**config.mk**
```make
export PLATFORM = sky130hd
export DESIGN_NAME = mem_access_unit
export DESIGN_NICKNAME = d
export VERILOG_FILES = /design/src/rtl/mem_access_unit_pkg.sv /design/src/rtl/mem_access_unit_load_extend.sv /design/src/rtl/mem_access_unit.sv
export SDC_FILE = /design/constraint.sdc
export NUM_CORES = 1
export LEC_CHECK = 0
export ABC_CLOCK_PERIOD_IN_PS = 3600
export CAP_MARGIN = 25
export CORE_MARGIN = 5
export CORE_UTILIZATION = 34
export CTS_BUF_LIST = sky130_fd_sc_hd__clkbuf_16
export DETAILED_ROUTE_END_ITERATION = 10
export DONT_BUFFER_PORTS = 1
export SYNTH_ARGS = -nofsm -noshare
export SYNTH_HDL_FRONTEND = slang
export SYNTH_HIERARCHICAL = 1
export SYNTH_SLANG_ARGS = --single-unit
```
**constraint.sdc**
```tcl
create_clock -name clk -period 3.6 [get_ports clk]
set_input_delay 0.36 -clock clk [delete_from_list [all_inputs] [get_ports clk]]
set_output_delay 0.36 -clock clk [all_outputs]
set_load 0.02 [all_outputs]
```
**src/rtl/mem_access_unit_pkg.sv**
```systemverilog
// Shared definitions for the multi-cycle RISC-V core and its byte-serial
// load/store unit: opcodes, control states, memory width decode.
package mem_access_unit_pkg;

   typedef enum logic [6:0] {
      OP_LOAD   = 7'b0000011,
      OP_STORE  = 7'b0100011,
      OP_IMM    = 7'b0010011,
      OP_OP     = 7'b0110011,
      OP_BRANCH = 7'b1100011,
      OP_JAL    = 7'b1101111,
      OP_JALR   = 7'b1100111,
      OP_LUI    = 7'b0110111,
      OP_AUIPC  = 7'b0010111
   } OpCode;

   typedef enum logic [3:0] {
      FETCH,
      DECODE,
      EXECUTE,
      READ_MEMORY,
      WRITE_MEMORY,
      WRITEBACK
   } ControlState;

   // funct3 encoding of the load/store width
   typedef enum logic [2:0] {
      MW_B  = 3'b000,
      MW_H  = 3'b001,
      MW_W  = 3'b010,
      MW_BU = 3'b100,
      MW_HU = 3'b101
   } MemWidth;

   typedef enum logic [1:0] {
      IDLE,
      ACCESS,
      DONE
   } LsuState;

   function automatic logic [2:0] width_bytes(MemWidth w);
      case (w)
         MW_B, MW_BU: return 3'd1;
         MW_H, MW_HU: return 3'd2;
         default:     return 3'd4;
      endcase
   endfunction

   // Unsigned widths only make sense for loads.
   function automatic logic width_legal(logic [2:0] f3, logic store);
      case (f3)
         3'b000, 3'b001, 3'b010: return 1'b1;
         3'b100, 3'b101:         return !store;
         default:                return 1'b0;
      endcase
   endfunction

endpackage

```
**src/rtl/mem_access_unit_load_extend.sv**
```systemverilog
// Sign/zero extension of an assembled little-endian load value.
module load_extend
   import mem_access_unit_pkg::*;
(
   input  logic [31:0] value,
   input  MemWidth     width,
   output logic [31:0] result
);

   // select the extension by load width
   always_comb begin
      result = value;
      case (width)
         MW_B:    result = {{24{value[7]}}, value[7:0]};
         MW_H:    result = {{16{value[15]}}, value[15:0]};
         MW_BU:   result = {24'h000000, value[7:0]};
         MW_HU:   result = {16'h0000, value[15:0]};
         default: result = value;
      endcase
   end

endmodule

```
**src/rtl/mem_access_unit.sv**
```systemverilog
// Byte-serial load/store unit: one byte per clock over an 8-bit memory port.
// Handshake: start (with is_store/funct3/addr/wdata) is taken only in IDLE;
// busy is high exactly while bytes move; done pulses one cycle at the end,
// with err when the width encoding was illegal. rdata holds until the next
// accepted start.
module mem_access_unit
   import mem_access_unit_pkg::*;
(
   input  logic        clk,
   input  logic        rst,
   input  logic        start,
   input  logic        is_store,
   input  logic [2:0]  funct3,
   input  logic [31:0] addr,
   input  logic [31:0] wdata,
   output logic        busy,
   output logic        done,
   output logic        err,
   output logic [31:0] rdata,
   output logic [31:0] mem_addr,
   output logic        mem_we,
   output logic [7:0]  mem_wdata,
   input  logic [7:0]  mem_rdata
);

   LsuState     state_q, state_d;
   logic [31:0] addr_q, wdata_q, asm_q, asm_d, ext_val, rdata_q;
   MemWidth     width_q;
   logic        store_q, err_q;
   logic [1:0]  idx_q, last_q;
   logic [2:0]  last_w;
   logic        accept, req_legal, at_last;

   assign req_legal = width_legal(funct3, is_store);
   assign accept    = (state_q == IDLE) && start;
   assign at_last   = (idx_q == last_q);
   assign last_w    = width_bytes(MemWidth'(funct3)) - 3'd1;

   // state register
   always_ff @(posedge clk) begin
      if (rst) state_q <= IDLE;
      else     state_q <= state_d;
   end

   // next-state logic
   always_comb begin
      state_d = state_q;
      case (state_q)
         IDLE:    if (start) state_d = req_legal ? ACCESS : DONE;
         ACCESS:  if (at_last) state_d = DONE;
         DONE:    state_d = IDLE;
         default: state_d = IDLE;
      endcase
   end

   // merge the incoming byte so the last byte can be extended in the same cycle
   always_comb begin
      asm_d = asm_q;
      asm_d[8*idx_q +: 8] = mem_rdata;
   end

   load_extend u_load_extend (
      .value  (asm_d),
      .width  (width_q),
      .result (ext_val)
   );

   // request capture, byte sequencing and load assembly
   always_ff @(posedge clk) begin
      if (rst) begin
         addr_q  <= '0;
         wdata_q <= '0;
         width_q <= MW_B;
         store_q <= 1'b0;
         err_q   <= 1'b0;
         idx_q   <= '0;
         last_q  <= '0;
         asm_q   <= '0;
         rdata_q <= '0;
      end else if (accept) begin
         addr_q  <= addr;
         wdata_q <= wdata;
         width_q <= MemWidth'(funct3);
         store_q <= is_store;
         err_q   <= !req_legal;
         idx_q   <= '0;
         last_q  <= last_w[1:0];
         asm_q   <= '0;
         if (!req_legal) rdata_q <= '0;
      end else if (state_q == ACCESS) begin
         if (!store_q) asm_q <= asm_d;
         if (at_last) begin
            if (!store_q) rdata_q <= ext_val;
         end else begin
            idx_q <= idx_q + 2'd1;
         end
      end
   end

   // status and memory port; the port is quiet outside ACCESS
   always_comb begin
      busy      = (state_q == ACCESS);
      done      = (state_q == DONE);
      err       = (state_q == DONE) && err_q;
      rdata     = rdata_q;
      mem_addr  = '0;
      mem_we    = 1'b0;
      mem_wdata = '0;
      if (state_q == ACCESS) begin
         mem_addr = addr_q + {30'd0, idx_q};
         if (store_q) begin
            mem_we    = 1'b1;
            mem_wdata = wdata_q[8*idx_q +: 8];
         end
      end
   end

endmodule

```
## Word-level counts from Yosys, hierarchy flattened

Index checks and enable logic that the tools add are counted.

- Bits in registers: 139
- Bits in latches: 0
- Bits in writable memories: 0
- ROM bits: 0
- Output and inout bits: 76
- Word-level logic and storage cells: 69
- Memories kept: 0

- $add $sub $neg: 4
- $mul: 0
- Divide/modulo/power cells: 0
- Order comparisons: 0
- Equality and inequality tests: 14
- Shift operators: 3
- Multiplexer cells: 18
- Bitwise gates (word level): 2
- Reductions and logical operators: 18

Operator list:

| operator | number |
|---|---|
| 32-bit two-way mux | 6 |
| 32-bit case mux with 4 select lines | 1 |
| 5-bit negator with 34-bit output | 1 |
| 8-bit by 34-bit variable shift with 32-bit output, first input constant | 1 |
| 8-bit by 34-bit variable part select with 32-bit output | 1 |
| 32-bit by 2-bit adder with 32-bit output | 1 |
| 32-bit bitwise mux | 1 |
| 32-bit by 6-bit variable part select with 8-bit output | 1 |
| 8-bit two-way mux | 2 |
| 3-bit == test, second input constant | 4 |
| 2-bit case mux with 2 select lines | 2 |
| 2-bit OR reduction | 4 |
| 3-bit by 1-bit == test with 1-bit output, second input constant | 2 |
| 3-bit logical NOT | 2 |
| 2-bit two-way mux | 3 |
| 2-bit AND reduction | 3 |
| 2-bit by 1-bit != test with 1-bit output, second input constant | 2 |
| 2-bit != test, second input constant | 2 |
| 4-bit AND reduction | 1 |
| 2-bit nonzero test | 2 |
| 3-bit by 2-bit == test with 1-bit output, second input constant | 1 |
| 3-bit OR reduction | 1 |
| 2-bit by 1-bit adder with 2-bit output, second input constant | 1 |
| 2-bit by 1-bit == test with 1-bit output, second input constant | 1 |
| 9 further kinds | 13 |

## Logic depth before layout (Yosys ltp)

Gate-level depths: netlist (run 1).

- Depth in word-level cells: 8
- Mapped depth: 12
- Mapped depth without buffers: 9

## Modules after synthesis

Netlist (run 1), hierarchy kept.

Modules (own cells, without submodules):

| module | times used | cells an instance | area an instance (um2) | sequential area each (um2) |
|---|---|---|---|---|
| mem_access_unit | 1 | 794 | 6427.4 | 2782.7 |
| load_extend | 1 | 67 | 355.3 | 0.0 |

## Worst setup path before layout (run 1)

Ideal clock, no wire load.

- Kind: register to register
- From: register idx_q[0]
- To: register rdata_q[15], in the netlist rdata[15]
- Library setup time: 0.059 ns
- Arrival: 2.761 ns
- Data required time: 3.541 ns
- Setup slack: 0.780 ns
- Stages on the path, launching flop included: 11
- Buffers on the path: 2
- Path through: dfxtp_1 -> buf_2 -> inv_1 -> ha_1 -> nor3_1 -> a2bb2oi_1 -> inv_1 -> or4b_4 -> buf_6 -> nand2_1 -> a22o_1

- Word-level cells in the longest chain between the ends: 8
- Elaborated cells between the ends (all ways): 12
- Those cells by class: add/sub: 1; eq/ne: 1; shift: 2; mux: 6; reduce/logical: 2

Ends and longest elaborated chain:

| item | RTL line | text |
|---|---|---|
| start, declared | mem_access_unit.sv:30 | `logic [1:0] idx_q, last_q;` |
| start signal, assigned | mem_access_unit.sv:95 | `idx_q <= idx_q + 2'd1;` |
| 5-bit negator with 34-bit output * | mem_access_unit.sv:59 | `asm_d[8*idx_q +: 8] = mem_rdata;` |
| 8-bit by 34-bit variable part select with 32-bit output or 8-bit by 34-bit variable shift with 32-bit output (tied branches) | mem_access_unit.sv:59 |  |
| 32-bit bitwise mux * | mem_access_unit.sv:59 |  |
| net asm_d[7] | mem_access_unit.sv:27 | `logic [31:0] addr_q, wdata_q, asm_q, asm_d, ext_val, rdata_q;` |
| 32-bit case mux with 4 select lines * | mem_access_unit_load_extend.sv:13 | `case (width)` |
| net ext_val[15] | mem_access_unit.sv:27 |  |
| 32-bit two-way mux * | mem_access_unit.sv:93 | `if (!store_q) rdata_q <= ext_val;` |
| 32-bit two-way mux * | mem_access_unit.sv:92 | `if (at_last) begin` |
| 32-bit two-way mux * | mem_access_unit.sv:90 | `end else if (state_q == ACCESS) begin` |
| 32-bit two-way mux * | mem_access_unit.sv:80 | `end else if (accept) begin` |
| end signal, assigned | mem_access_unit.sv:93 |  |
| end, declared | mem_access_unit.sv:27 |  |

The timed path passes the listed nets; every way through them passes the cells marked *. The select of a mux whose other input is x is not followed.
A chain may end at the register's enable or synchronous reset.

## Final worst setup path (run 1)

- From: register idx_q[0]
- To: output mem_addr[30]

- Word-level cells in the longest chain between the ends: 2

Ends and longest elaborated chain:

| item | RTL line | text |
|---|---|---|
| 32-bit by 2-bit adder with 32-bit output | mem_access_unit.sv:110 | `mem_addr = addr_q + {30'd0, idx_q};` |
| 32-bit two-way mux | mem_access_unit.sv:109 | `if (state_q == ACCESS) begin` |
| end, declared | mem_access_unit.sv:20 | `output logic [31:0] mem_addr,` |

No other way between the ends.

==> results of run 1 <==
-- worst min path at each step --
stage                              from                  endpoint  slack (ns)  depth (start not counted)
5_1_grt                             rst   width_q[2]$_SDFFE_PP0P_       0.005                          1
3_3_place_gp   wdata_q[16]$_SDFFE_PP0P_  wdata_q[16]$_SDFFE_PP0P_        0.44                          2
4_1_cts                             rst   width_q[2]$_SDFFE_PP0P_     0.00004                          1
2_1_floorplan  wdata_q[16]$_SDFFE_PP0P_  wdata_q[16]$_SDFFE_PP0P_        0.43                          2
6_report                            rst   width_q[2]$_SDFFE_PP0P_        0.04                          1
3_5_place_dp   wdata_q[27]$_SDFFE_PP0P_  wdata_q[27]$_SDFFE_PP0P_        0.44                          2
-- registers in the layout, indices dropped and copies added, names as in the netlist --
name and flops:
addr_q 32, asm_q 32, err_q 1, idx_q 2, last_q 2, rdata 32
state_q 2, store_q 1, wdata_q 32, width_q 3
-- stage by stage --
stage          instance area [um^2]  std cells
2_1_floorplan                  6780        861
3_3_place_gp                   6990       1074
3_5_place_dp                   6990       1074
4_1_cts                        7630       1110
5_1_grt                        7650       1111
6_report                       7650       1111
-- cell usage after synthesis, drive strengths merged, types with 9 or more instances --
cell | n | area [um^2]
nand2 | 195 | 732
dfxtp | 139 | 2780
a21oi | 92 | 460
o21ai | 80 | 400
clkbuf | 62 | 234
inv | 46 | 173
a22o | 32 | 280
nor2 | 26 | 97.6
o311a | 24 | 240
buf | 20 | 141
o31ai | 12 | 90.1
or4 | 12 | 90.1
and3 | 11 | 68.8
nand3 | 10 | 55.1
a211oi | 9 | 67.6
nand4 | 9 | 56.3
-- per-layer routing --
layer | wire [um] | vias up | global-route usage [%] | share of wire [%]
li1 | - | 2944 | - | -
met2 | 8080 | 170 | 24.0 | 43
met4 | 154 | 0 | 3.35 | 0.82
met3 | 1800 | 11 | 8.11 | 9.6
met1 | 8740 | 2734 | 21.6 | 47
met5 | 0 | - | 0 | 0
-- critical path: cells and delay by family, from the launching register on --
| kind | cells | cell delay [ns] |
|---|---|---|
| and+or+nand+nor | 3 | 1.08 |
| AOI/OAI and AO/OA | 1 | 0.23 |
| DFF | 1 | 0.51 |
| adders and majority gates | 2 | 0.50 |
| buffers and inverters | 1 | 0.19 |
-- logic make-up after synthesis --
family                     count (synthesis)  synth area share [%]
muxes                                     10                  3.01
AOI/OAI and AO/OA                        259                  24.0
adders and majority gates                  8                  1.59
and+or+nand+nor                          304                  20.6
xor gates and xnor gates                  13                  1.68
DFF                                      139                  41.0
buffers and inverters                    128                  8.08
-- cell type report --
class,count,area share (%)
multi-input combinational,594,45.5
sequential,139,36.4
clock buffer,17,5.56
tap,265,4.33
timing repair buffer,35,3.73
clock inverter,15,2.27
inverter,46,2.26
-- power by group through the flow --
| stage | sequential (W) | combinational (W) | clock [W] |
|---|---|---|---|
| 6_report | 0.00170 | 0.000399 | 0.00179 |
| 5_1_grt | 0.00171 | 0.000453 | 0.00191 |
| 4_1_cts | 0.00170 | 0.000398 | 0.00183 |
| 3_5_place_dp | 0.00173 | 0.000387 | 0 |
| 3_3_place_gp | 0.00173 | 0.000379 | 0 |
| 2_1_floorplan | 0.00171 | 0.000337 | 0 |
-- timing repair --
item                                    CTS  global route
buffers inserted                          0             0
gates resized for setup                   0             1
hold buffers                              4             0
hold endpoints to repair                 15             0
endpoints found under the setup margin    0             1
==> metrics.txt, run 1 <==
combinational fraction of design power=10.3%; CTS Buf Count=17; GRT Util Overall=16.3%; routed wire length per instance=16.9 um; endpoints failing setup=0; setup slack at placement=0.643 ns; total power=0.00389 W; clk_skew=0.0120 ns; Die ar.=22900 um^2; DPL Wire Length=12600 um; P_int=0.00285 W; Post-Synthesis Cells=861; Sw Share=26.8%; final hold slack=0.0387 ns; multi-input logic area=3480 um^2; layout cells sized above 1=9.81%; Leak=2.73 nW; final net count=920; IO Count=155; HP Class=in2reg; Die Span X=151 um; DRC violations left=0; Data required, critical path=3.24 ns; Synth async-reset ratio=0%; fill cell count=2069; First-pass DRT Iterations=4; first-pass GRT wire length=29400 um; RSZ-0062 raised after global routing=no; Core Util, Final=39.2%; antenna violations before repair=0; crit-path max cell delay=0.51 ns; final WL=18800 um; Seq cells post-synth=139; Post-DRT Antenna Nets=0; Critical Path End=mem_addr[30]; most frequent cells in the layout=nand2_1 (195), dfxtp_1 (139), a21oi_1 (92); vias post-DR=5859; outcome=finished clean; Slowest-stage cell, CP=dfxtp_1; Max FO, Critical Path=9; synthesized net count=948; commonest non-fill, non-tap cell in the layout=nand2_1; sw power=0.00104 W; Period minus WS final=3.28 ns; clock power share=46.1%; CP Launch Type=flip-flop; H-tree depth=4; register area=2780 um^2; Critical Path Start=idx_q[0]$_SDFFE_PP0P_; VDD IR max=0.303 mV; r2r worst-path depth=10; reg-to-reg setup timing slack=0.80 ns; largest net degree at the start of global routing=59; PnR worst setup slack=0.321 ns; Core Rows=51; setup TNS=0 ns; Slew HR=50.6%; kind of end point of the critical path=output pin; die outline height=151 um; sequential share of power=43.7%; Final Cycle Share=91.1%; clock root cell=clkbuf_16; r2r endpoint=rdata[27]$_SDFFE_PP0P_; post-DR vias/cell=5.27; clock sink count=139; Post-Syn Area=6780 um^2; CP Class=reg2out; Cell Chain, Critical Path=ha_1 > fa_1 > and4_1 > nand4_1 > or4_1 > a21oi_1 > buf_4; Yosys cell types=43; r2r startpoint=idx_q[1]$_SDFFE_PP0P_; final hold viol count=0; GP Congestion=0.757; Core ar.=19500 um^2; Max Clock Freq=305 MHz; ant diodes=0; ys flop type=dfxtp_1; Port Buf Inserts=0; Synth Area per Inst=7.88 um^2; PwrDens=509 nW/um^2; Clock Pin Slew Worst Setup and Hold Paths=0.06 ns; sequential area share after synthesis=41.0%; vias in the first global route=5402; latest clock arrival within the worst-skew pair=0.42 ns; Initial DRC Count=356; area delta synth->final=12.8%; max-slew violations=0; clock buffer depth=2; Initial Util=34.7%; yosys warns=6; GRT Residual Overflow=0; measured slew at the worst slew-check pin=0.739 ns; Max Cap Viol=0; CTS tree=yes; WP data arrival=2.92 ns; Post-synth EDFFs=0
Power figures use the tool's default switching activity.
==> run 2: changes to the inputs <==
- CORE_MARGIN: 5 -> unset
==> run 2 against run 1 <==
Clock-buffer cell count stayed put; combinational power is 3% lower; routed wire length is 4.6% lower; global-route usage is 1.8 points higher; sequential cell count stayed put; die area is 10% lower; hold slack hardly changed; non-clock buffer count is 4 lower; utilization is 0.077 points higher; worst setup slack better by 0.074 ns.
==> metrics.txt, run 2 (same netlist as run 1, synthesis figures left out) <==
H-tree depth=4; Max Clock Freq=312 MHz; combinational fraction of design power=9.7%; clock power share=48.0%; die outline height=143 um; endpoints failing setup=0; CP Class=reg2out; Finished Cell Area=7670 um^2; RSZ-0062 raised after global routing=no; sw power=0.00103 W; Post-DRT Antenna Nets=0; Port Buf Inserts=0; Sw Share=25.6%; Clock Pin Slew Worst Setup and Hold Paths=0.06 ns; Initial Util=34.7%; Final Cycle Share=89.0%; Core ar.=19500 um^2; Die Span X=143 um; vias post-DR=5769; most frequent cells in the layout=nand2_1 (195), dfxtp_1 (138), a21oi_1 (92); VDD IR max=0.313 mV; Max Cap Viol=0; outcome=finished clean; Slew HR=37.0%; Die ar.=20500 um^2; routed wire length per instance=16.2 um; setup TNS=0 ns; IO Count=155; Core Rows=51; Initial DRC Count=371; clock root cell=clkbuf_16; ant diodes=0; post-DR vias/cell=5.21; First-pass DRT Iterations=4; clk_skew=0.00809 ns; Placed Area=6990 um^2; area delta synth->final=13.0%; largest net degree at the start of global routing=69; GRT Residual Overflow=0; first-pass GRT wire length=28600 um; CTS Buf Count=17; antenna violations before repair=0; PwrDens=524 nW/um^2; commonest non-fill, non-tap cell in the layout=nand2_1; CP Launch Type=flip-flop; vias in the first global route=5384; max-slew violations=0; Data required, critical path=3.24 ns; final WL=17900 um; Period minus WS final=3.21 ns; WP data arrival=2.85 ns; DRC violations left=0; latest clock arrival within the worst-skew pair=0.42 ns; clock sink count=139; kind of end point of the critical path=output pin; final net count=916; CTS tree=yes; clock buffer depth=2; setup bufs post-CTS=0; sequential share of power=42.3%; GRT Util Overall=18.1%; layout cells sized above 1=9.62%; Leak=2.74 nW; HP Class=in2reg; DPL Wire Length=12200 um; P_int=0.00299 W; GP Congestion=0.772; final hold viol count=0; Max FO, Critical Path=22; measured slew at the worst slew-check pin=0.937 ns
## run 2: stage by stage
step / hold WS, ns / utilization (%) / setup slack (ns) / total power, W / cells
3_3_place_gp: 0.435 / 35.7 / 0.627 / 0.00210 / 1072
3_5_place_dp: 0.439 / 35.8 / 0.587 / 0.00212 / 1073
2_1_floorplan: 0.433 / - / 0.780 / 0.00204 / 861
4_1_cts: 0.00408 / 39.2 / 0.112 / 0.00406 / 1107
5_1_grt: 0.00416 / 39.3 / 0.166 / 0.00419 / 1107
6_report: 0.0388 / 39.3 / 0.395 / 0.00402 / 1107
## run 2: repair_timing
action | in CTS | in global routing
gates resized for setup | 0 | 2
endpoints found under the hold margin | 15 | 0
setup endpoints to repair | 0 | 3
hold buffers | 2 | 0
## run 2: path summary, 6_finish.rpt
path,slack (ns),to,depth (start not counted),from
worst max-delay path,0.39,mem_addr[29],6,idx_q[0]$_SDFFE_PP0P_
worst min-delay path,0.04,addr_q[29]$_SDFFE_PP0P_,1,rst
worst max register to register,0.72,rdata[10]$_SDFFE_PP0P_,8,idx_q[0]$_SDFFE_PP0P_
worst min register to register,0.45,wdata_q[15]$_SDFFE_PP0P_,2,wdata_q[15]$_SDFFE_PP0P_
## run 2: layout make-up
cell class / count / area, um^2
Clock buffer: 17 / 425
Clock inverter: 15 / 223
Fill cell: 2040 / 11900
Inverter: 46 / 173
Multi-Input combinational cell: 594 / 3480
Sequential cell: 139 / 2780
Tap cell: 265 / 332
Timing Repair Buffer: 31 / 250
## run 2: worst max-delay path, cell delays in order, from the launching register on
cell     delay (ns)
dfxtp_2        0.46
ha_1           0.23
a21oi_1        0.15
or4b_4         0.67
or4_1          0.50
a21oi_1        0.23
buf_4          0.19
## run 2: power groups by stage
stage,Clock [W],Combinational (W),Sequential (W)
3_5_place_dp,0,0.000388,0.00173
4_1_cts,0.00197,0.000393,0.00170
5_1_grt,0.00204,0.000444,0.00171
3_3_place_gp,0,0.000377,0.00173
2_1_floorplan,0,0.000337,0.00171
6_report,0.00193,0.000389,0.00170
## run 2: per-layer routing
metal / global-route usage [%] / vias to the layer above / share of wire, %
met5: 0 / - / 0
met4: 4.59 / 0 / 0.72
met3: 7.28 / 13 / 7.7
met2: 27.1 / 151 / 44
met1: 24.0 / 2675 / 47
li1: - / 2930 / -
